==> src/rtl/control_types_pkg.sv <==
// Shared control encodings for the MEM-stage data-memory access path.
`default_nettype none

package control_types_pkg;

  typedef enum logic [2:0] {
    MW_B  = 3'b000,
    MW_H  = 3'b001,
    MW_W  = 3'b010,
    MW_BU = 3'b100,
    MW_HU = 3'b101
  } mem_width_t;

  typedef enum logic [1:0] {
    IDLE = 2'd0,
    REQ  = 2'd1,
    RESP = 2'd2,
    DONE = 2'd3
  } mem_state_t;

endpackage

`default_nettype wire

==> src/rtl/mem_load_extract.sv <==
// Selects the addressed byte/halfword of a read word and sign- or zero-extends it.
`default_nettype none

module mem_load_extract
  import control_types_pkg::*;
(
  input  logic [31:0] rdata,
  input  logic [1:0]  addr_lo,
  input  mem_width_t  width,
  output logic [31:0] ext
);

  logic [7:0]  byte_sel;
  logic [15:0] half_sel;

  always_comb begin
    byte_sel = rdata[{addr_lo, 3'b000} +: 8];
    half_sel = addr_lo[1] ? rdata[31:16] : rdata[15:0];
    case (width)
      MW_B:    ext = {{24{byte_sel[7]}}, byte_sel};
      MW_BU:   ext = {24'h0, byte_sel};
      MW_H:    ext = {{16{half_sel[15]}}, half_sel};
      MW_HU:   ext = {16'h0, half_sel};
      default: ext = rdata;
    endcase
  end

endmodule

`default_nettype wire

==> src/rtl/mem_access_unit.sv <==
// MEM-stage data-memory access unit: drives a req/gnt/rvalid bus, extends load
// data, stalls the upstream pipeline and flags misalignment and bus timeouts.
`default_nettype none

module mem_access_unit
  import control_types_pkg::*;
#(
  parameter int TIMEOUT_CYCLES = 16
) (
  input  logic        clk,
  input  logic        rst_n,
  input  logic        mem_read_ctrl_mem,
  input  logic        mem_write_ctrl_mem,
  input  logic [2:0]  mem_width_mem,
  input  logic [31:0] alu_result_mem,
  input  logic [31:0] rs2_data_mem,
  input  logic        pipe_hold,
  output logic        bus_req,
  output logic        bus_we,
  output logic [31:0] bus_addr,
  output logic [31:0] bus_wdata,
  output logic [3:0]  bus_be,
  input  logic        bus_gnt,
  input  logic        bus_rvalid,
  input  logic [31:0] bus_rdata,
  output logic [31:0] mem_data_out_mem,
  output logic        stall_mem,
  output logic        misaligned_err,
  output logic        bus_err
);

  localparam int CW = (TIMEOUT_CYCLES > 1) ? $clog2(TIMEOUT_CYCLES) : 1;
  localparam logic [CW-1:0] LAST = CW'(TIMEOUT_CYCLES > 0 ? TIMEOUT_CYCLES - 1 : 0);
  localparam logic WD_EN = (TIMEOUT_CYCLES != 0);

  mem_state_t  state;
  logic [CW-1:0] cnt;
  logic [31:0] load_q;

  mem_width_t  width;
  logic        access;
  logic        is_byte;
  logic        is_half;
  logic        aligned;
  logic        wd_last;
  logic [3:0]  be_calc;
  logic [31:0] wdata_calc;
  logic [31:0] load_ext;

  assign width   = mem_width_t'(mem_width_mem);
  assign access  = mem_read_ctrl_mem | mem_write_ctrl_mem;
  assign is_byte = (mem_width_mem[1:0] == 2'b00);
  assign is_half = (mem_width_mem[1:0] == 2'b01);
  assign aligned = is_byte | (is_half & ~alu_result_mem[0])
                 | (~is_byte & ~is_half & (alu_result_mem[1:0] == 2'b00));
  assign wd_last = WD_EN && (cnt == LAST);

  always_comb begin
    if (is_byte) begin
      be_calc    = 4'b0001 << alu_result_mem[1:0];
      wdata_calc = {4{rs2_data_mem[7:0]}};
    end else if (is_half) begin
      be_calc    = alu_result_mem[1] ? 4'b1100 : 4'b0011;
      wdata_calc = {2{rs2_data_mem[15:0]}};
    end else begin
      be_calc    = 4'b1111;
      wdata_calc = rs2_data_mem;
    end
  end

  mem_load_extract u_extract (
    .rdata   (bus_rdata),
    .addr_lo (alu_result_mem[1:0]),
    .width   (width),
    .ext     (load_ext)
  );

  // Outputs are decoded from state and the (stalled, hence stable) MEM-stage inputs.
  always_comb begin
    bus_req          = 1'b0;
    stall_mem        = 1'b0;
    misaligned_err   = 1'b0;
    bus_err          = 1'b0;
    mem_data_out_mem = 32'h0;
    if (rst_n) begin
      case (state)
        IDLE: begin
          if (access && aligned) begin
            bus_req   = 1'b1;
            stall_mem = 1'b1;
          end else if (access) begin
            misaligned_err = 1'b1;
          end
        end
        REQ: begin
          bus_req   = 1'b1;
          stall_mem = 1'b1;
          bus_err   = wd_last && !bus_gnt;
        end
        RESP: begin
          stall_mem = 1'b1;
          bus_err   = wd_last && !bus_rvalid;
        end
        DONE: mem_data_out_mem = load_q;
        default: ;
      endcase
    end
    bus_we    = bus_req & ~mem_read_ctrl_mem;
    bus_addr  = bus_req ? {alu_result_mem[31:2], 2'b00} : 32'h0;
    bus_be    = bus_req ? be_calc : 4'h0;
    bus_wdata = bus_req ? wdata_calc : 32'h0;
  end

  always_ff @(posedge clk) begin
    if (!rst_n) begin
      state  <= IDLE;
      cnt    <= '0;
      load_q <= 32'h0;
    end else begin
      case (state)
        IDLE: begin
          if (access && aligned) begin
            cnt <= '0;
            if (!bus_gnt) begin
              state <= REQ;
            end else if (mem_read_ctrl_mem) begin
              state <= RESP;
            end else begin
              state  <= DONE;
              load_q <= 32'h0;
            end
          end
        end
        REQ: begin
          if (bus_gnt) begin
            cnt <= '0;
            if (mem_read_ctrl_mem) begin
              state <= RESP;
            end else begin
              state  <= DONE;
              load_q <= 32'h0;
            end
          end else if (wd_last) begin
            state  <= DONE;
            load_q <= 32'h0;
          end else begin
            cnt <= cnt + 1'b1;
          end
        end
        RESP: begin
          if (bus_rvalid) begin
            state  <= DONE;
            load_q <= load_ext;
          end else if (wd_last) begin
            state  <= DONE;
            load_q <= 32'h0;
          end else begin
            cnt <= cnt + 1'b1;
          end
        end
        DONE: begin
          if (!pipe_hold) state <= IDLE;
        end
        default: state <= IDLE;
      endcase
    end
  end

endmodule

`default_nettype wire
==> config.mk <==
export PLATFORM = sky130hd
export DESIGN_NAME = mem_access_unit
export DESIGN_NICKNAME = d
export VERILOG_FILES = /design/src/rtl/control_types_pkg.sv /design/src/rtl/mem_load_extract.sv /design/src/rtl/mem_access_unit.sv
export SDC_FILE = /design/constraint.sdc
export NUM_CORES = 1
export LEC_CHECK = 0
export BUFFER_PORTS_ARGS = -buffer_cell sky130_fd_sc_hd__buf_4
export CORE_ASPECT_RATIO = 0.5
export CORE_MARGIN = 4
export CORE_UTILIZATION = 44
export CTS_BUF_LIST = sky130_fd_sc_hd__clkbuf_4 sky130_fd_sc_hd__clkbuf_8 sky130_fd_sc_hd__clkbuf_16
export DETAILED_ROUTE_END_ITERATION = 8
export PLACE_DENSITY = 0.82
export SLEW_MARGIN = 20
export SYNTH_ARGS = -nofsm -noshare
export SYNTH_HDL_FRONTEND = slang
export SYNTH_SLANG_ARGS = --single-unit
==> constraint.sdc <==
create_clock -name clk -period 2.9 [get_ports clk]
set_clock_uncertainty 0.2 [all_clocks]
set_input_delay 0.145 -clock clk [delete_from_list [all_inputs] [get_ports clk]]
set_output_delay 0.145 -clock clk [all_outputs]
set_load 0.1 [all_outputs]
==> results of run 1 <==
synthesized netlist by cell type (all sizes together) (2+ instances only):
cell type,number,area (um^2)
a211oi,2,15.0
a21boi,2,15.0
a21oi,28,140
a221oi,2,17.5
a222oi,7,70.1
a22oi,7,52.6
a311oi,3,26.3
a31oi,3,18.8
and2,42,263
and3,34,213
buf,9,61.3
clkbuf,33,124
dfxtp,38,761
ha,7,87.6
inv,41,154
mux2,7,78.8
mux2i,16,160
nand2,41,154
nand2b,4,25.0
nand3,2,10.0
nand3b,9,67.6
nor2,44,165
nor3,6,30.0
o2111ai,8,70.1
o211ai,7,52.6
o21ai,8,43.8
o221a,2,22.5
o22ai,13,81.3
o311a,2,20.0
o311ai,7,61.3
o32ai,16,140
o41ai,2,55.1
state kept, by name, indices dropped and copies added (netlist names):
register and cells:
load_q 32, cnt 4, state 2
final timing paths:
| kind | from | endpoint | slack, ps |
|---|---|---|---|
| max reg2reg | state[0]$_SDFFE_PN0P_ | load_q[31]$_SDFFE_PN0P_ | 540 |
| min reg2reg | load_q[19]$_SDFFE_PN0P_ | load_q[19]$_SDFFE_PN0P_ | 250 |
| min | pipe_hold | state[0]$_SDFFE_PN0P_ | 20 |
| max | state[0]$_SDFFE_PN0P_ | bus_wdata[1] | 190 |
cell families after synthesis:
logic type | synth area share, %
multiplexers | 7.73
flip-flops | 22.5
AND/OR/NAND/NOR | 28.5
AO/OA/AOI/OAI | 28.6
adder cells (fa/ha/maj) | 2.59
other | 0.111
buffers and inverters | 10.0
layer usage:
layer  track usage [%]  vias to the layer above  share of wire, %
met5                 0                        -                 0
met4              10.5                        0               3.8
met3              5.61                       56               8.1
met2              50.6                      246                50
met1              32.4                     2024                38
li1                  -                     2074                 -
final cells by class:
type | instances | area, um^2
repair buffers | 235 | 1810
well taps | 96 | 120
clock buffers | 5 | 125
clock inverters | 3 | 40.0
inverters | 41 | 154
fillers | 572 | 2050
flip-flops and latches | 38 | 761
multi-input cells | 345 | 2340
repair_timing:
| item | CTS | global route |
|---|---|---|
| endpoints found under the hold margin | 13 | 1 |
| setup buffers | 0 | 0 |
| hold buffers | 19 | 1 |
worst max-delay path, cell delays in order (launching register included):
cell and delay, ps:
sky130_fd_sc_hd__dfxtp_1 370, sky130_fd_sc_hd__inv_1 130, sky130_fd_sc_hd__ha_1 290, sky130_fd_sc_hd__nor3b_1 340, sky130_fd_sc_hd__o21ai_2 90, sky130_fd_sc_hd__inv_1 70, sky130_fd_sc_hd__buf_4 290, sky130_fd_sc_hd__and2_2 200
sky130_fd_sc_hd__buf_4 280
per-stage QoR:
stage               hold WS (ps)  std cells  worst slack (ps)  cell area [um^2]
detailed placement           238        735               382              4980
CTS                         2.02        762               202              5340
finish                      20.4        763               191              5350
global placement             229        735               463              4980
floorplan                    121        466              -274              3430
global route                39.2        763              10.5              5350
power by group:
part,total (W),leakage (nW),switching (W),internal [W]
Combinational,0.00231,2.13,0.00174,0.000573
Clock,0.000634,0.0836,0.000231,0.000403
Sequential,0.000565,0.307,0.0000221,0.000543
==> impl_summary.md, run 1 <==
Status
The run finished with clean final reports.

STA
After layout, the minimum clock period comes to 2710 ps. The final count of hold timing violations was 0. Setup repair after global routing left no endpoint under its margin. Timing would allow up to 369 MHz. The number of max-slew violations in the final report is 0. The transition time at the pin with the least slew margin is 908 ps. The worst path uses 93.4% of the clock period.

The number of setup violations in the final report is 0. Setup total negative slack on the finished layout was measured at 0 ps. Headroom to the max-slew limit came out at 39.0%.

Power
The power after layout is 0.00351 W. For this design the ratio of total power to cell area is 656 nW/um^2. For this design the static power due to leakage is 2.52 nW.

The maximum VDD drop is 0.508 mV.

Clocking
TritonCTS built the clock tree. Counting every sink on the clock net gives 38. TritonCTS created 5 clock buffers. The number of cells upsized or downsized after cts is 0. The clock reaches the later pin of the worst-skew pair after 280 ps. The clock slew seen by the registers of the worst setup and hold paths is 60 ps. In this run the deepest clock path goes through 2 buffers.

The H-tree generated during clock tree synthesis spans 2 levels. The tree is rooted in a sky130_fd_sc_hd__clkbuf_16.

Cells and area
Once layout is complete, the utilization of the core stands at 72.3%. The number of antenna diodes in the final layout is 0. In the layout the commonest cells are sky130_fd_sc_hd__buf_4 (215), sky130_fd_sc_hd__inv_1 (41), sky130_fd_sc_hd__nand2_1 (41), sky130_fd_sc_hd__dfxtp_1 (38).

The net count of the finished layout is 779. The fraction of layout instances using a drive strength above 1 is 39.1%. The area growth from synthesis to layout is 58.3%.

Leaving out fill and tap cells, the most frequent cell in the layout is sky130_fd_sc_hd__buf_4.

Placement
The half-perimeter wire length after placement is 9.88 mm. Buffers placed on the I/O ports in this run total 208. Routability-driven placement finished with a final weighted congestion of 0.901.

Route
The wire length per cell is 18.2 um. In the routed design, unresolved DRC markers number 0. The first detailed-routing pass ran for 8 iterations.

The remaining number of nets flagged by the antenna check after routing is 0. The via density per instance is 5.77. The starting DRC count in detailed routing is 477. The routed design has 13.9 mm of wire.

For this block, the via count after detailed routing is 4400.

Setup path
The data arrival at the endpoint of the critical path is 2360 ps. Of all nets on the critical path, the largest fanout is 41. The category of the worst setup path capture point is a primary output. The critical path is of the reg2out type. The required time of the critical path is 2560 ps.

Measured in cells, the most critical reg-to-reg path has a length of 6. STA classifies the critical path startpoint as a register.

Floorplan
The initial utilization of the core area, before any placement, comes to 45.7%. The floorplan step defined a die boundary enclosing 9240 um^2. The horizontal die dimension is 132 um. The floorplan has 22 rows. The I/O pin count is 211. The area inside the core boundary is 7400 um^2.

The die extent in y is 70.0 um.

Global route
The number of global-route vias before repair is 4208. After global routing the overflow that remains totals 0. The wire length of the first global-routing pass is 21.3 mm. The initial antenna violation count is 0. The largest net degree at the start of global routing is 44. Global routing used 27.8% of the available tracks.

Yosys
Counting flops with a built-in enable in the synthesized netlist gives 0. In the synthesized netlist the async set-or-reset flop fraction comes to 0%. The total of warnings raised by yosys is 0. The sequential fraction of the synthesis area is 22.5%. The netlist area before placement is 3380 um^2. The cell count after synthesis is 465. The count of distinct cell types in the synthesized netlist is 51.

The flip-flop cell with the highest count after synthesis is sky130_fd_sc_hd__dfxtp_1. Dividing the synthesized area by the synthesized cell count gives 7.27 um^2. The register bit count reported by yosys is 38.

Worst hold path
The count of cells along the worst hold path is 3. The type of the worst min-delay path is in2reg.

Job
Max-cap violations in this run came to 0.
Note: power is estimated with default switching activity, not from simulation.
==> run 2: changes to the inputs <==
ABC_AREA = 1   (was not set)
CORE_UTILIZATION = 51   (was 44)
PLACE_DENSITY = 0.88   (was 0.82)
clock period = 3.4 ns   (was 2.9 ns; I/O delays follow)
==> run 2 against run 1 <==
Clock power fell by 13%. Register-to-register slack gained 20 ps. Setup slack gained 370 ps. Utilization increased by 1.6 points. Sequential power rose by 10%. Power is 3.3% lower. Critical path depth is 2 higher. Non-clock buffer count shrank 17. Cell area is 11% higher. Critical path type is now reg2reg. Critical endpoint is now load_q[5]$_SDFFE_PN0P_. Largest cell class unchanged. Largest power group unchanged.
==> impl_summary.md, run 2 <==
Cells and area
The fraction of layout instances using a drive strength above 1 was 24.9% (-14 points). The register with the most flip-flops in the final layout is load_q. The net count of the finished layout is 1103 (+42%). The number of flip-flops in the largest register is 32 (unchanged). The number of diodes added for antenna fixing is 0 (unchanged). In the layout the commonest cells are sky130_fd_sc_hd__nand2_1 (237), sky130_fd_sc_hd__buf_4 (218), sky130_fd_sc_hd__nor2_1 (163), sky130_fd_sc_hd__nand3_1 (98), sky130_fd_sc_hd__a21oi_1 (81). The utilization of the core after routing is 73.9% (+1.6 points). The number of fillers in the final layout is 719 (+26%). The largest registers in the layout are load_q: 32 flops, cnt: 4 flops, state: 2 flops. Compared with the post-synthesis result, the final layout area differs by 40.5%. The library cell used most frequently in the layout, excluding fill and tap cells, is sky130_fd_sc_hd__nand2_1. The flip-flop and latch area is 761 um^2 (unchanged).

The footprint of the multi-input gates is 2950 um^2 (+26%). The number of standard cells in the final layout excluding fillers is 1103 (+45%).

Placement
The half-perimeter wire length after placement came to 12.8 mm (+30%). The count of buffers inserted at the top-level ports is 208 (unchanged). The final RePlAce weighted congestion is 1.04 (+15%).

The count of placed standard cells including taps came to 1095 (+49%). The pre-CTS setup slack came to 681 ps (+299 ps).

Route
The number of iterations in the first detailed-routing pass is 9 (+1). The wire length per cell is 15.2 um (-17%). The via density per instance was 5.49 (-4.8%). The via count of the routed design is 6058 (+38%). The starting DRC count in detailed routing is 856 (+79%). The remaining number of nets flagged by the antenna check after routing was 0 (unchanged).

The residual DRC count is 0 (unchanged). The post-detailed-routing wire length came to 16.7 mm (+20%).

Setup path
The largest stage delay on the critical path was 870 ps (+500 ps). The depth of the worst register-to-register path is 10 (+4). The start point of the critical path is state[0]$_SDFFE_PN0P_. The critical path goes through inv_1 -> ha_1 -> inv_1 -> o21ai_1 -> nand2_1 -> nand2_1 -> nand2_1 -> nand2_1 -> nand2_1 -> nand2_1. The critical-path cell with the highest stage delay is sky130_fd_sc_hd__o21ai_1. The worst reg2reg path endpoint is load_q[5]$_SDFFE_PN0P_.

STA classifies the critical path startpoint as a register. The classification of the worst setup path is reg2reg. The required time of the critical path was 3430 ps (+870 ps). The slack of the worst reg-to-reg path was 560 ps (+20 ps). Counting stages on the worst path, the most repeated cell is sky130_fd_sc_hd__nand2_1.

The data arrival at the endpoint of the critical path is 2870 ps (+510 ps). The worst setup path is captured at a register. The critical path ends at load_q[5]$_SDFFE_PN0P_. The maximum net fanout on the critical path came to 14 (-66%).

The startpoint of the worst-slack reg-to-reg timing path is state[0]$_SDFFE_PN0P_.

Clocking
The number of buffers added by the clock tree synthesis step is 5 (unchanged). The hold buffer count at cts came to 0 (-19). The master cell of the clock root buffer is sky130_fd_sc_hd__clkbuf_16. The clock slew seen by the registers of the worst setup and hold paths was 70 ps (about the same). The count of H-tree levels built during CTS is 2 (unchanged). The number of buffers on the longest clock path was 2 (unchanged). The buffers inserted during post-CTS setup optimization is 0 (unchanged).

The latest clock arrival within the worst-skew pair was 280 ps (about the same). TritonCTS built the clock tree. The sink count of the clock tree is 38 (unchanged). The number of cells upsized or downsized after cts is 0 (unchanged).

STA
The number of max-slew violations in the final report is 0 (unchanged). Setup repair after global routing left no endpoint under its margin. The worst hold slack is 92.9 ps (+72.5 ps). The headroom to the max-slew limit came to 28.4% (-11 points). The post-route setup TNS is 0 ps (unchanged). The final count of hold timing violations is 0 (unchanged). The setup slack of the critical path after layout is 557 ps (+367 ps). The smallest clock period supported by the final layout is computed as 2840 ps. The number of setup violations in the final report was 0 (unchanged). The maximum clock frequency is 352 MHz.

Of the available clock period, the critical path in the final layout requires 83.6%. The transition time at the pin with the least slew margin is 1070 ps (+159 ps).

Global route
The routing usage on met3 came to 9.21% (+3.6 points). The global routing stage identified its most utilized layer as met2. The initial antenna violation count is 0 (unchanged). The number of global-route vias before repair was 5490 (+30%). The met2 track demand over resource is 56.4% (+5.8 points). The wire length of the first global-routing pass is 26.0 mm (+22%). The remaining global-route overflow is 0 (unchanged).

The global-route usage over all layers came to 32.3% (+4.5 points). The largest net degree at the start of global routing is 45 (+2.3%). The met1 capacity usage during global routing was 39.2% (+6.8 points).

Floorplan
The I/O pin count came to 211 (unchanged). The area inside the core boundary is 8030 um^2 (+8.4%). The horizontal die dimension is 137 um (+3.6%).

The area of the die was 9890 um^2 (+7.1%). The die extent in y is 72.4 um (+3.4%). The row count is 23 (+4.5%). The initial cell density of the core came to 52.6% (+6.9 points).

Worst hold path
The type of the worst min-delay path is in2reg.

Yosys
The netlist area before placement is 4220 um^2 (+25%). The total of warnings raised by yosys is 0 (unchanged). By area the synthesized netlist is led by sky130_fd_sc_hd__nand2_1 (21%), sky130_fd_sc_hd__dfxtp_1 (18%), sky130_fd_sc_hd__nor2_1 (14%), sky130_fd_sc_hd__nand3_1 (12%), sky130_fd_sc_hd__a21oi_1 (9.6%).

The mean instance size in the synthesized netlist is 5.17 um^2 (-29%). The count of distinct cell types in the synthesized netlist came to 37 (-27%). The cell count after synthesis is 817 (+76%). Ranked by instance count, the synthesized netlist is headed by sky130_fd_sc_hd__nand2_1 (238), sky130_fd_sc_hd__nor2_1 (163), sky130_fd_sc_hd__nand3_1 (98), sky130_fd_sc_hd__a21oi_1 (81), sky130_fd_sc_hd__inv_1 (69). The sequential fraction of the synthesis area is 18.0% (-4.5 points). The count of flip-flops with a built-in enable after synthesis was 0 (unchanged). The most repeated cell in the gate-level netlist after synthesis is sky130_fd_sc_hd__nand2_1. The most area-hungry cell type in the Yosys netlist is sky130_fd_sc_hd__nand2_1. In the synthesized netlist the dominant register cell turns out to be sky130_fd_sc_hd__dfxtp_1.

The area fraction of the dominant cell type after synthesis came to 21.1% (-1.3 points). The async set or reset register ratio after synthesis came to 0% (unchanged). The register bit count reported by yosys is 38 (unchanged).

Job
The number of max-capacitance violations reported is 0 (unchanged).

Power
The power density over the cells is 572 nW/um^2 (-13%). The maximum VDD drop came to 0.376 mV (-26%). The leakage power of the design came to 3.11 nW (+23%).

Status
The flow ran to the end, and the final reports show no timing, DRC or antenna violations.
-- run 2: changes by cell type after synthesis, sizes merged, moves of 32 or more --
cell   before  now
and3       34    0
and2       42    0
nand2      41  245
nor2       44  164
a21oi      28   82
inv        41   73
nand3       2   99
-- run 2: per-layer routing --
layer  vias up  routed length (um)
met5         -                   0
met4         0                 335
met3        42                2190
met2       372                7730
met1      2687                6460
li1       2957                   -
-- run 2: cells by family after synthesis --
logic type	after synthesis	synth area share, %
AO/OA/AOI/OAI	127	16.8
XOR/XNOR	1	0.207
adder cells (fa/ha/maj)	7	2.07
buffers and inverters	126	12.5
flip-flops	38	18.0
other	1	0.0888
AND/OR/NAND/NOR	517	50.3
-- run 2: where the power goes --
part	switching (W)	total [W]	leakage, nW	internal [W]
Sequential	0.0000977	0.000623	0.308	0.000525
Combinational	0.00165	0.00222	2.73	0.000568
Clock	0.000207	0.000553	0.0760	0.000346
Total	0.00196	0.00340	3.11	0.00144
-- run 2: how the worst min path moves through the flow --
stage | from | end | slack (ps) | depth (start not counted)
global placement | load_q[6]$_SDFFE_PN0P_ | load_q[6]$_SDFFE_PN0P_ | 290 | 2
detailed placement | load_q[21]$_SDFFE_PN0P_ | load_q[21]$_SDFFE_PN0P_ | 290 | 2
finish | bus_rdata[21] | load_q[21]$_SDFFE_PN0P_ | 90 | 6
global route | bus_rdata[21] | load_q[21]$_SDFFE_PN0P_ | 130 | 6
floorplan | bus_gnt | state[1]$_SDFFE_PN0P_ | 240 | 4
CTS | bus_rdata[21] | load_q[21]$_SDFFE_PN0P_ | 100 | 6
-- run 2: layout make-up --
cell class | count | area share (%)
flip-flops and latches | 38 | 12.8
well taps | 112 | 2.36
multi-input cells | 654 | 49.8
repair buffers | 218 | 27.6
clock buffers | 5 | 2.11
inverters | 73 | 4.62
clock inverters | 3 | 0.759
-- run 2: through the flow --
stage / power (W) / instance area [um^2]
after CTS: 0.00336 / 5930
after detailed placement: 0.00280 / 5760
after global routing: 0.00358 / 5930
final: 0.00340 / 5930
after floorplan: 0.00230 / 4240
after global placement: 0.00275 / 5760
-- run 2: critical path, delay by kind of cell (launching register included) --
family	cells	cell delay, ps
AO/OA/AOI/OAI	1	870
AND/OR/NAND/NOR	6	800
flip-flops	1	360
buffers and inverters	2	330
adder cells (fa/ha/maj)	1	210
==> run 3: changes to the inputs <==
CORE_UTILIZATION = 43   (was 51)
PLACE_DENSITY = 0.79   (was 0.88)
clock period = 2.4 ns   (was 3.4 ns; I/O delays follow)
==> run 3 against run 2 <==
Worst hold slack lost 42 ps. Critical path depth fell by 2. First-iteration DRC count decreased by 35%. Global-route usage shrank 5.7 points. Largest cell class unchanged. Clock-buffer cell count is 1 higher. Critical path type is now reg2out. Largest power group unchanged.
==> impl_summary.md, run 3 (same netlist as run 2, synthesis figures left out) <==
Status
The flow ran to the end, and the final reports show no timing, DRC or antenna violations.

Cells and area
Leaving out fill and tap cells, the most frequent cell in the layout is sky130_fd_sc_hd__nand2_1. The net count of the finished layout is 1117 (+1.3%). The number of flip-flops in the largest register is 32 (unchanged). In the final layout, the registers with the most flip-flops are load_q: 32 flops, cnt: 4 flops, state: 2 flops.

The utilization of the core after routing was 67.1% (-6.9 points). The number of fillers in the final layout came to 905 (+26%). The library cells used most frequently in the layout, excluding fill and tap cells, are sky130_fd_sc_hd__nand2_1 (236), sky130_fd_sc_hd__buf_4 (223), sky130_fd_sc_hd__nand3_1 (98), sky130_fd_sc_hd__nor2_2 (90), sky130_fd_sc_hd__a21oi_1 (80).

The number of standard cells in the final layout excluding fillers is 1140 (+3.4%). The flip-flop and latch area is 761 um^2 (unchanged). The post-route standard cell area excluding fillers is 6380 um^2 (+7.4%). The number of diodes added for antenna fixing is 0 (unchanged). The footprint of the multi-input gates is 3210 um^2 (+8.7%). The area growth from synthesis to layout is 50.9%. More flip-flops sit in one register than any other, and that register is load_q. The fraction of layout instances using a drive strength above 1 is 35.3% (+10 points).

Global route
The global-route usage over all layers was 26.6% (-5.7 points). The remaining global-route overflow is 0 (unchanged). The wire length of the first global-routing pass is 25.7 mm (-1.2%).

The number of global-route vias before repair is 5195 (-5.4%). The largest net degree at the start of global routing came to 45 (unchanged). The initial antenna violation count is 0 (unchanged).

Clocking
The count of H-tree levels built during CTS was 2 (unchanged). The hold buffer count at cts came to 0 (unchanged). The sink count of the clock tree is 38 (unchanged). The latest clock arrival within the worst-skew pair is 290 ps (about the same). The number of buffers added by the clock tree synthesis step is 5 (unchanged). The number of buffers on the longest clock path is 2 (unchanged). The TritonCTS clock tree is done.

The buffers inserted during post-CTS setup optimization is 0 (unchanged). The master cell of the clock root buffer is sky130_fd_sc_hd__clkbuf_16. The clock slew seen by the registers of the worst setup and hold paths came to 60 ps (about the same).

Placement
The half-perimeter wire length after placement is 12.7 mm (-0.97%). The final RePlAce weighted congestion is 0.938 (-9.4%). The count of placed standard cells including taps came to 1132 (+3.4%). The total cell area at the placement stage is 6190 um^2 (+7.3%). The count of buffers inserted at the top-level ports was 208 (unchanged).

Floorplan
The area of the die came to 11600 um^2 (+17%). The horizontal die dimension is 148 um (+8.4%). The row count is 25 (+8.7%).

The I/O pin count is 211 (unchanged). The die extent in y came to 78.1 um (+7.9%). The initial cell density of the core is 44.4% (-8.2 points). The area inside the core boundary was 9510 um^2 (+18%).

STA
The final count of hold timing violations is 0 (unchanged). For the finished layout, the period the worst path requires is 2300 ps. Setup repair after global routing left no endpoint under its margin.

The number of setup violations in the final report is 0 (unchanged). The number of max-slew violations in the final report was 0 (unchanged). For this run, the top clock speed supported by timing is 434 MHz. Of the available clock period, the critical path in the final layout requires 96.0%.

Setup path
The category of the worst setup path capture point is a primary output. The depth of the worst register-to-register path was 9 (-1). The required time of the critical path is 2080 ps (-1350 ps).

The slack of the worst reg-to-reg path came to 350 ps (-210 ps). The startpoint identified for the worst register-to-register timing path is state[0]$_SDFFE_PN0P_. The worst setup path is of the reg2out kind.

The worst reg2reg path endpoint is load_q[1]$_SDFFE_PN0P_. The category of the worst setup path launch point is a register. The data arrival at the endpoint of the critical path is 1980 ps (-890 ps). The maximum net fanout on the critical path is 26 (+12).

Route
The routed metal-1 wire length is 7.08 mm (+9.6%). The post-detailed-routing wire length is 16.5 mm (-1.3%). The residual DRC count is 0 (unchanged). The met2 layer wire length in the routed design is 7.71 mm (-0.30%).

The wire length per cell is 14.5 um (-4.5%). The remaining number of nets flagged by the antenna check after routing is 0 (unchanged). The via count of the routed design was 5954 (-1.7%). The via density per instance came to 5.22 (-4.9%). The starting DRC count in detailed routing is 555 (-35%). The number of iterations in the first detailed-routing pass came to 5 (-4). The met3 wire length was 1.36 mm (-38%).

The uppermost layer routed is met4.

Power
The maximum VDD drop is 0.533 mV (+42%). The power density over the cells came to 770 nW/um^2 (+34%). The leakage power of the design is 3.19 nW (+2.7%).

Worst hold path
The worst min-delay path endpoint is load_q[23]$_SDFFE_PN0P_. The count of cells along the worst hold path is 7 (+1). The worst hold path begins at bus_rdata[23]. The tightest min-delay check is of the in2reg type.

Job
The number of max-capacitance violations reported is 0 (unchanged).
==> run 3: cell count changes in the layout (fill, tap and decap cells not counted), moves of 4 or more <==
| cell | previous run | this run |
|---|---|---|
| sky130_fd_sc_hd__nor2_1 | 163 | 73 |
| sky130_fd_sc_hd__buf_4 | 218 | 223 |
| sky130_fd_sc_hd__buf_6 | 0 | 5 |
| sky130_fd_sc_hd__buf_12 | 0 | 4 |
| sky130_fd_sc_hd__nor2_2 | 0 | 90 |
==> run 3: final cells by class <==
type | instances | share of cell area (%)
multi-input cells | 654 | 50.4
repair buffers | 232 | 28.4
flip-flops and latches | 38 | 11.9
inverters | 73 | 4.30
well taps | 135 | 2.65
clock buffers | 6 | 2.18
clock inverters | 2 | 0.196
==> run 3: worst max path at each step <==
stage,cells past startpoint,endpoint,from,slack (ps)
finish,8,bus_wdata[26],state[1]$_SDFFE_PN0P_,100
CTS,8,bus_be[0],state[0]$_SDFFE_PN0P_,30
global placement,8,bus_be[0],state[0]$_SDFFE_PN0P_,310
global route,8,bus_wdata[26],state[1]$_SDFFE_PN0P_,1
floorplan,7,bus_be[0],state[0]$_SDFFE_PN0P_,-490
detailed placement,8,bus_wdata[26],state[0]$_SDFFE_PN0P_,240
==> run 3: critical path, cell delays in order, from the launching register on <==
cell,delay [ps]
sky130_fd_sc_hd__dfxtp_1,340
sky130_fd_sc_hd__inv_1,160
sky130_fd_sc_hd__ha_4,180
sky130_fd_sc_hd__nand3_1,120
sky130_fd_sc_hd__nand2_2,140
sky130_fd_sc_hd__nand2_4,120
sky130_fd_sc_hd__buf_12,210
sky130_fd_sc_hd__a21oi_1,160
sky130_fd_sc_hd__buf_6,250
==> run 3: metal layers <==
layer | track usage (%) | up-vias
li1 | - | 2986
met1 | 35.6 | 2646
met2 | 44.1 | 292
met3 | 4.61 | 30
met4 | 8.29 | 0
met5 | 0 | -
==> run 3: repair_timing <==
action,CTS,global route
hold endpoints to repair,0,0
endpoints found under the setup margin,38,63
cloned,0,0
resized for setup,6,4
==> run 3: report_power, final <==
part           switching [W]  internal [W]
clock network       0.000287      0.000412
registers           0.000127      0.000744
logic                0.00241      0.000931
==> run 3: metrics by stage <==
step,TNS [ps],hold WS [ps],total power [W],setup WS [ps]
6_report,0,50.6,0.00491,95.5
5_1_grt,0,76.0,0.00518,1.32
4_1_cts,0,44.9,0.00486,30.4
3_5_place_dp,0,283,0.00415,242
3_3_place_gp,0,278,0.00410,308
2_1_floorplan,-3940,193,0.00335,-488
